===== src/rtl/cnn_pkg.sv =====
// Shared fixed-point constants, activation codes, stage payloads and clamp helper
// for the conv post-accumulation datapath.
package cnn_pkg;

  localparam int BITSIZE   = 14;     // signed data width of sum, bias and result
  localparam int FRAC_BITS = 7;      // Q format: 1.0 = 128
  localparam int INV6_Q16  = 10923;  // round(2^16 / 6)

  localparam logic [1:0] ACT_NONE   = 2'b00;
  localparam logic [1:0] ACT_RELU   = 2'b01;
  localparam logic [1:0] ACT_RELU6  = 2'b10;
  localparam logic [1:0] ACT_HSWISH = 2'b11;

  // Wide enough to hold any intermediate the clamp is applied to.
  localparam int CLAMP_W = 48;

  // Stage 1 -> stage 2 payload.
  typedef struct packed {
    logic [BITSIZE-1:0] x;
    logic               sat;
    logic [1:0]         mode;
  } s1_t;

  // Stage 2 -> stage 3 payload; p is x * clamp(x + 3.0, 0, 6.0).
  typedef struct packed {
    logic [BITSIZE-1:0]   x;
    logic [2*BITSIZE-1:0] p;
    logic                 sat;
    logic [1:0]           mode;
  } s2_t;

  // Range check: returns {above hi, below lo}.
  function automatic logic [1:0] sat_range(
    input logic signed [CLAMP_W-1:0] v,
    input logic signed [CLAMP_W-1:0] lo,
    input logic signed [CLAMP_W-1:0] hi
  );
    sat_range = {v > hi, v < lo};
  endfunction

endpackage


===== src/rtl/sat_clamp.sv =====
// Saturating narrow: clamps a signed IN_W value to the signed OUT_W range and
// flags when clamping happened.
module sat_clamp
  import cnn_pkg::*;
#(
  parameter int IN_W  = BITSIZE + 1,
  parameter int OUT_W = BITSIZE
) (
  input  logic signed [IN_W-1:0]  din,
  output logic signed [OUT_W-1:0] dout,
  output logic                    sat
);

  localparam logic signed [CLAMP_W-1:0] ONE   = CLAMP_W'(1);
  localparam logic signed [CLAMP_W-1:0] HI    = (ONE <<< (OUT_W-1)) - ONE;
  localparam logic signed [CLAMP_W-1:0] LO    = -(ONE <<< (OUT_W-1));
  localparam logic signed [OUT_W-1:0]   MAX_V = OUT_W'(HI);
  localparam logic signed [OUT_W-1:0]   MIN_V = OUT_W'(LO);

  logic [1:0] hit;

  // Compare at full width, then pick the rail or the in-range low bits.
  always_comb begin
    hit = sat_range(CLAMP_W'(din), LO, HI);
    if (hit[1])      dout = MAX_V;
    else if (hit[0]) dout = MIN_V;
    else             dout = din[OUT_W-1:0];
    sat = |hit;
  end

endmodule


===== src/rtl/bias_act_unit.sv =====
// Bias add + MobileNetV3 activation (none/ReLU/ReLU6/hard-swish) with saturation.
// Three-stage pipeline under a single global stall; bubbles travel with the data.
module bias_act_unit
  import cnn_pkg::*;
(
  input  logic                      clk,
  input  logic                      rst,
  input  logic                      in_valid,
  output logic                      in_ready,
  input  logic signed [BITSIZE-1:0] sum_in,
  input  logic signed [BITSIZE-1:0] bias_in,
  input  logic [1:0]                act_mode,
  output logic                      out_valid,
  input  logic                      out_ready,
  output logic signed [BITSIZE-1:0] out_data,
  output logic                      out_sat
);

  localparam int STAGES = 3;
  localparam int PW     = 2 * BITSIZE;  // x * c product
  localparam int HW     = PW + 16;      // p * INV6_Q16 product
  localparam int HS_SH  = 16 + FRAC_BITS;

  localparam logic signed [BITSIZE:0]   THREE_X = (BITSIZE+1)'(3 << FRAC_BITS);
  localparam logic signed [BITSIZE:0]   SIX_X   = (BITSIZE+1)'(6 << FRAC_BITS);
  localparam logic signed [BITSIZE-1:0] SIX_FX  = BITSIZE'(6 << FRAC_BITS);
  localparam logic signed [HW-1:0]      INV6_S  = HW'(INV6_Q16);

  logic [STAGES:1] vld_pipe;
  logic            en;
  s1_t             s1;
  s2_t             s2;

  // Whole pipe moves when the output slot is empty or being drained.
  assign en        = !out_valid | out_ready;
  assign in_ready  = en;
  assign out_valid = vld_pipe[STAGES];

  // ---------------- stage 1: bias add, saturate ----------------
  logic signed [BITSIZE:0]   sum_ext;
  logic signed [BITSIZE-1:0] x1_d;
  logic                      sat1_d;

  assign sum_ext = (BITSIZE+1)'(sum_in) + (BITSIZE+1)'(bias_in);

  sat_clamp #(.IN_W(BITSIZE+1), .OUT_W(BITSIZE)) u_sat_bias (
    .din  (sum_ext),
    .dout (x1_d),
    .sat  (sat1_d)
  );

  // ---------------- stage 2: c = clamp(x+3, 0, 6), p = x*c ----------------
  logic signed [BITSIZE-1:0] x1;
  logic signed [BITSIZE:0]   xp3;
  logic signed [BITSIZE:0]   c_d;
  logic signed [PW-1:0]      p_d;

  assign x1 = $signed(s1.x);

  // Hard-swish numerator; c is never negative so the product sign follows x.
  always_comb begin
    xp3 = (BITSIZE+1)'(x1) + THREE_X;
    if (xp3[BITSIZE])     c_d = '0;
    else if (xp3 > SIX_X) c_d = SIX_X;
    else                  c_d = xp3;
    p_d = PW'(x1) * PW'(c_d);
  end

  // ---------------- stage 3: activation select ----------------
  logic signed [BITSIZE-1:0] x2;
  logic signed [PW-1:0]      p2;
  logic signed [HW-1:0]      hs_prod;
  logic signed [HW-1:0]      hs_sh;
  logic signed [BITSIZE-1:0] hs_d;
  logic                      hs_sat;
  logic signed [BITSIZE-1:0] res_d;
  logic                      sat3_d;

  assign x2      = $signed(s2.x);
  assign p2      = $signed(s2.p);
  assign hs_prod = HW'(p2) * INV6_S;
  assign hs_sh   = hs_prod >>> HS_SH;  // arithmetic: floors negatives

  sat_clamp #(.IN_W(HW), .OUT_W(BITSIZE)) u_sat_hswish (
    .din  (hs_sh),
    .dout (hs_d),
    .sat  (hs_sat)
  );

  // Mode mux; only the hard-swish narrow counts as a saturation event here.
  always_comb begin
    res_d  = x2;
    sat3_d = 1'b0;
    case (s2.mode)
      ACT_NONE:  res_d = x2;
      ACT_RELU:  res_d = x2[BITSIZE-1] ? '0 : x2;
      ACT_RELU6: begin
        if (x2[BITSIZE-1])    res_d = '0;
        else if (x2 > SIX_FX) res_d = SIX_FX;
        else                  res_d = x2;
      end
      default: begin
        res_d  = hs_d;
        sat3_d = hs_sat;
      end
    endcase
  end

  // Pipeline registers; reset flushes every stage and clears the output.
  always_ff @(posedge clk) begin
    if (rst) begin
      vld_pipe <= '0;
      s1       <= '0;
      s2       <= '0;
      out_data <= '0;
      out_sat  <= 1'b0;
    end else if (en) begin
      vld_pipe <= {vld_pipe[STAGES-1:1], in_valid};
      s1.x     <= x1_d;
      s1.sat   <= sat1_d;
      s1.mode  <= act_mode;
      s2.x     <= s1.x;
      s2.p     <= p_d;
      s2.sat   <= s1.sat;
      s2.mode  <= s1.mode;
      out_data <= res_d;
      out_sat  <= s2.sat | sat3_d;
    end
  end

endmodule


===== config.mk =====
export PLATFORM = sky130hd
export DESIGN_NAME = bias_act_unit
export DESIGN_NICKNAME = d
export VERILOG_FILES = /design/src/rtl/cnn_pkg.sv /design/src/rtl/sat_clamp.sv /design/src/rtl/bias_act_unit.sv
export SDC_FILE = /design/constraint.sdc
export NUM_CORES = 1
export LEC_CHECK = 0
export CAP_MARGIN = 20
export CORE_UTILIZATION = 39
export DETAILED_ROUTE_END_ITERATION = 7
export DONT_BUFFER_PORTS = 1
export GPL_ROUTABILITY_DRIVEN = 1
export HOLD_SLACK_MARGIN = 0.1
export SYNTH_ARGS = -nofsm -noshare
export SYNTH_HDL_FRONTEND = slang
export SYNTH_SLANG_ARGS = --single-unit

===== constraint.sdc =====
create_clock -name clk -period 7.3 [get_ports clk]
set_clock_uncertainty 0.1 [all_clocks]
set_input_delay 1.095 -clock clk [delete_from_list [all_inputs] [get_ports clk]]
set_output_delay 1.095 -clock clk [all_outputs]
set_load 0.1 [all_outputs]

[Yosys cells after proc, flatten, opt, wreduce, memory -nomap -nowiden]
Cells that the tools add are included.
Cells by class
  add/subtract/negate cells: 2
  multipliers: 2
  $lt $le $gt $ge: 6
  equality and inequality tests: 2
  mux-type cells: 11
  bitwise gates (word level): 2
  reduce and logical (&&, ||, !) cells: 5
Operator list (count)
  $mux 14: 6
  $mul 28x15->43 const B: 1
  $pmux 14 s3: 1
  $mux 13: 3
  $mul 14x15->28: 1
  $gt 20x14->1 const B: 1
  $lt 20x14->1 const B: 1
  $add 14x10->15 const B: 1
  $add 14x14->15: 1
  $gt 15x11->1 const B: 1
  $gt 15x14->1 const B: 1
  $lt 15x14->1 const B: 1
  $gt 14x11->1 const B: 1
  $reduce_or 2->1: 2
  $reduce_or 3->1: 1
  $eq 2x1->1 const B: 1
  $eq 2x2->1 const B: 1
  $logic_not 2->1: 1
  $or 1x1->1: 2
  $logic_not 1->1: 1
  $mux 1: 1
Storage, ports and cells
  register bits after elaboration: 80
  bits of input ports: 34
  output and inout port bits: 17

[Longest topological paths before layout]
  word-level depth: 5
  gate-level depth with buffers: 35
  mapped depth without buffers: 32

[Modules after synthesis]
From an unflattened synthesis, not the netlist that was laid out.
Second synthesis, totals
  cells, all modules: 2054
  area, all modules: 18220.0 um^2
Modules (own cells, without submodules)
  bias_act_unit: times used 1, cells each 1979, area an instance 17608.1 um^2
  sat_clamp at u_sat_hswish: times used 1, cells each 57, area an instance 434.2 um^2
  sat_clamp at u_sat_bias: times used 1, cells each 18, area an instance 177.7 um^2

[Worst setup path after synthesis]
OpenSTA, ideal clock, no wires.
  path kind: register -> register
  start: reg s1, in the netlist x1[8]
  end: reg s2, in the netlist p2[27]
  arrival time: 7.563 ns
  data required time: 7.085 ns
  slack: -0.479 ns
  cell stages (with the launch flop): 32
  path buffers: 3
  clock period less this slack: 7.779 ns
  path through: dfxtp_1 > clkbuf_1 > inv_1 > ha_1 > nor2_1 > xnor2_1 > a31oi_1 > nor3_1 > clkbuf_1 > a22oi_1 > clkbuf_1 > and2_1 > fa_1 > inv_1 > fa_1 > inv_1 > fa_1 > fa_1 > fa_1 > inv_1 > fa_1 > inv_1 > ha_1 > a21o_1 > a2111oi_0 > o21ai_1 > nand2_1 > a21o_1 > o21a_1 > a211oi_1 > or4_1 > and3_1
Between the ends
  word-level cells in the longest chain between the ends: 5
RTL lines
  start, declared: line bias_act_unit.sv:31  | s1_t s1;
  $add 14x10->15: line bias_act_unit.sv:62  | xp3 = (BITSIZE+1)'(x1) + THREE_X;
  $gt 15x11->1: line bias_act_unit.sv:64  | else if (xp3 > SIX_X) c_d = SIX_X;
  $mux 14: line bias_act_unit.sv:64
  $mux 14: line bias_act_unit.sv:63  | if (xp3[BITSIZE]) c_d = '0;
  $mul 14x15->28 (*): line bias_act_unit.sv:66  | p_d = PW'(x1) * PW'(c_d);
  end, declared: line bias_act_unit.sv:32  | s2_t s2;
Every way passes the cells marked *; elsewhere a longest branch is shown, timed or not.
A chain may end at the register's enable or synchronous reset.

[Worst setup path in the final report]
  start: reg s1, in the netlist x1[7]
  end: reg s2, in the netlist p2[27]
Same word-level chain as after synthesis.

==> flow_summary.json <==
{
  "status": "finished clean",
  "chipHeight_um": 216,
  "synthSimpleGateAreaFrac": 0.101,
  "via_count": 13000,
  "synth_seq_cells": 80,
  "cts.reportedPaths.clkPinSlew_ns": 0.06,
  "postRouteAntennaNets": 0,
  "post_synthesis_cell_count": 1968,
  "wire_length_of_the_first_global_routing_pass_um": 68700,
  "cts_sinks": 80,
  "totalWireLength_um": 41300,
  "final_max_slew_viol_count": 0,
  "yosysTopAreaCell": "fa_1",
  "holdCritPathClass": "reg2reg",
  "nets": 2691,
  "ys_types": 73,
  "worst_setup_path_start_kind": "register",
  "timing.final.setup_violations": 0,
  "max_clock_buf_depth": 2,
  "ctsRootBufferMaster": "clkbuf_16",
  "netlist_top_cells_area": "fa_1, ha_1, inv_1",
  "fraction_of_synthesized_cell_area_taken_by_the_top_area_cell_type": 0.346,
  "globalRoute.totalOverflow": 0,
  "worstPathRequired_ns": 7.44,
  "drt_pre_antenna_iters": 5,
  "htree_num_levels": 3,
  "slew-limit-headroom": 0.261,
  "worstSetupPathType": "reg2reg",
  "antenna_cells_inserted": 0,
  "seq_area_frac_synth": 0.0899,
  "place.port_buffers": 0,
  "cts_inserted_buffers": 9,
  "fin_cells": 2652,
  "max-cap-violations": 0,
  "fmax_mhz": 141,
  "floorplan.die_area_um2": 46500,
  "synthArstFlopShare": 0,
  "fraction_of_layout_instances_using_a_drive_strength_above_1": 0.101,
  "floorplan.io_pins": 51,
  "synthMuxAreaShare": 0.00112,
  "synth_compound_gate_area_share": 0.103,
  "hold_viol": 0,
  "syn_to_final_growth_pct": 12.2,
  "initial_utilization": 0.399,
  "cp_data_arrival_time_ns": 7.25,
  "syn-mean-instance-area_um2": 9.05,
  "core_area_um2": 44600,
  "post-route-drc-count": 0,
  "synthXorXnorAreaFrac": 0.0288,
  "yosys.area_share.adder": 0.554,
  "die_width_um": 216,
  "post_dr_wirelength_cell_um": 15.6,
  "tightestPinTransition_ns": 1.11,
  "detail_route.iter0.violations": 640,
  "timing.final.crit_share": 0.974,
  "worst-path-max-fanout": 10,
  "rsz_0062_raised_after_global_routing": "true",
  "synthesis.area_um2": 17800,
  "clock_latency_on_the_worst_skew_pair_ns": 0.35,
  "crit_path_end_kind": "register",
  "grt_start_max_net_pins": 57,
  "post-place-cells": 2626,
  "gp_congestion": 0.870,
  "drt-vias-per-instance": 4.90,
  "synth_warnings": 0,
  "tritoncts_clock_tree": "built",
  "count_of_flip_flops_with_a_built_in_enable_after_synthesis": 0,
  "gr-usage-all-layers": 0.183,
  "grt_antenna_before_repair": 0,
  "period_minus_slack_ns": 7.11,
  "num_rows": 77,
  "vias_in_the_first_global_route": 13700,
  "yosys_most_used_dff": "dfxtp_1",
  "dp_hpwl_um": 35300,
  "main_combinational_cell_family_by_area_after_synthesis": "adder cells"
}
==> path summary, 6_finish.rpt <==
kind,start,endpoint,slack (ns),depth (start not counted)
worst min register to register,s2[2],s2[2],0.35,2
worst max-delay path,x1[7],p2[27],0.19,27
worst max register to register,x1[7],p2[27],0.19,27
worst min-delay path,s2[2],s2[2],0.35,2
==> final cells by class <==
cell class | instances | area (µm²)
Sequential cell | 80 | 1610
Clock buffer | 11 | 253
Fill cell | 4249 | 24600
Timing Repair Buffer | 90 | 747
Inverter | 509 | 1910
Clock inverter | 5 | 63.8
Multi-Input combinational cell | 1365 | 14700
Tap cell | 592 | 741
==> cell families (layout without fill, tap and decap cells) <==
group,Yosys count,after routing
simple gates,378,378
mux,2,2
other cells,2,53
fa+ha+maj,604,604
xor+xnor,56,56
flops,80,80
buf+inv,574,615
compound gates,272,272
==> Yosys cell counts (3+ instances only) <==
master	n
a211o_1	3
a211oi_1	15
a21boi_0	3
a21o_1	31
a21oi_1	98
a21oi_2	3
a221o_1	11
a311oi_1	3
a31oi_1	12
a32oi_1	4
and2_1	25
and3_1	69
buf_1	6
clkbuf_1	55
dfxtp_1	80
fa_1	308
ha_1	294
inv_1	508
nand2_1	165
nand2b_1	10
nand3_1	15
nand4_1	4
nor2_1	49
nor2b_1	6
nor3_1	15
nor4_1	6
o2111ai_1	3
o21a_1	11
o21ai_0	20
o21ai_1	11
o21bai_1	6
o31ai_1	8
or2_2	3
or3_1	4
xnor2_1	33
xor2_1	20
==> metal layers <==
layer,global-route usage,vias to the layer above,wire length (µm),part of all wire
met5,0,-,0,0
met4,0.0291,0,473,0.011
met3,0.0218,40,1780,0.043
met2,0.303,251,19200,0.46
met1,0.259,6382,19800,0.48
li1,-,6311,-,-
==> stage by stage <==
step | area, µm² | utilization | hold WS, ns | TNS, ns | setup slack [ns]
finish | 20000 | 0.448 | 0.348 | 0 | 0.193
global route | 20000 | 0.448 | 0.371 | -0.136 | -0.106
CTS | 19500 | 0.437 | 0.351 | 0 | 0.0133
detailed placement | 19100 | 0.429 | 0.340 | -0.843 | -0.234
global placement | 19100 | 0.429 | 0.335 | -0.0322 | -0.0244
floorplan | 18100 | - | 0.331 | -0.0558 | -0.0558
==> cells in the final DEF, fill, tap and decap left out, types with 10 or more instances in the layout <==
cell type  instances
nor2_1            47
and3_1            64
a211oi_1          11
fa_1             298
nand2_1          163
fa_2              10
o21ai_0           17
a21oi_1           93
inv_2             12
nand3_1           15
xnor2_1           32
conb_1            53
o21ai_1           12
xor2_1            20
ha_1             283
a21o_1            30
inv_1            495
o21a_1            11
and2_1            20
buf_4             81
a221o_1           11
dfxtp_1           77
clkbuf_16         10
==> what timing repair did <==
action	CTS	global route
setup endpoints to repair	8	17
setup buffers	2	7
hold buffers	0	0
resized for setup	7	95
pin swaps	5	76
cloned	0	1
==> flip-flops by register name, summed over array words and instances (netlist names) <==
register  count
x1           14
s1            3
out_data     14
s2            3
out_sat       1
x2           14
p2           28
vld_pipe      3
==> worst max-delay path: stages, from the launching register on <==
cell      delay [ns]
dfxtp_4         0.36
o21a_1          0.18
and3_4          0.19
nor3_4          0.22
a31oi_4         0.06
nor3_4          0.27
buf_4           0.17
a22oi_2         0.05
buf_4           0.16
buf_4           0.17
nand2_1         0.11
fa_1            0.42
inv_1           0.08
fa_1            0.45
fa_1            0.52
fa_1            0.51
fa_1            0.50
ha_1            0.32
ha_1            0.32
a21o_1          0.16
a21o_1          0.17
a21o_1          0.20
nor3_2          0.11
a21o_1          0.18
o21a_1          0.21
a211oi_2        0.09
or4_1           0.53
and3_1          0.15
Power is left out: the tool's default activity adds up to more than one toggle a clock period on the data nets, which glitch-free logic cannot reach.
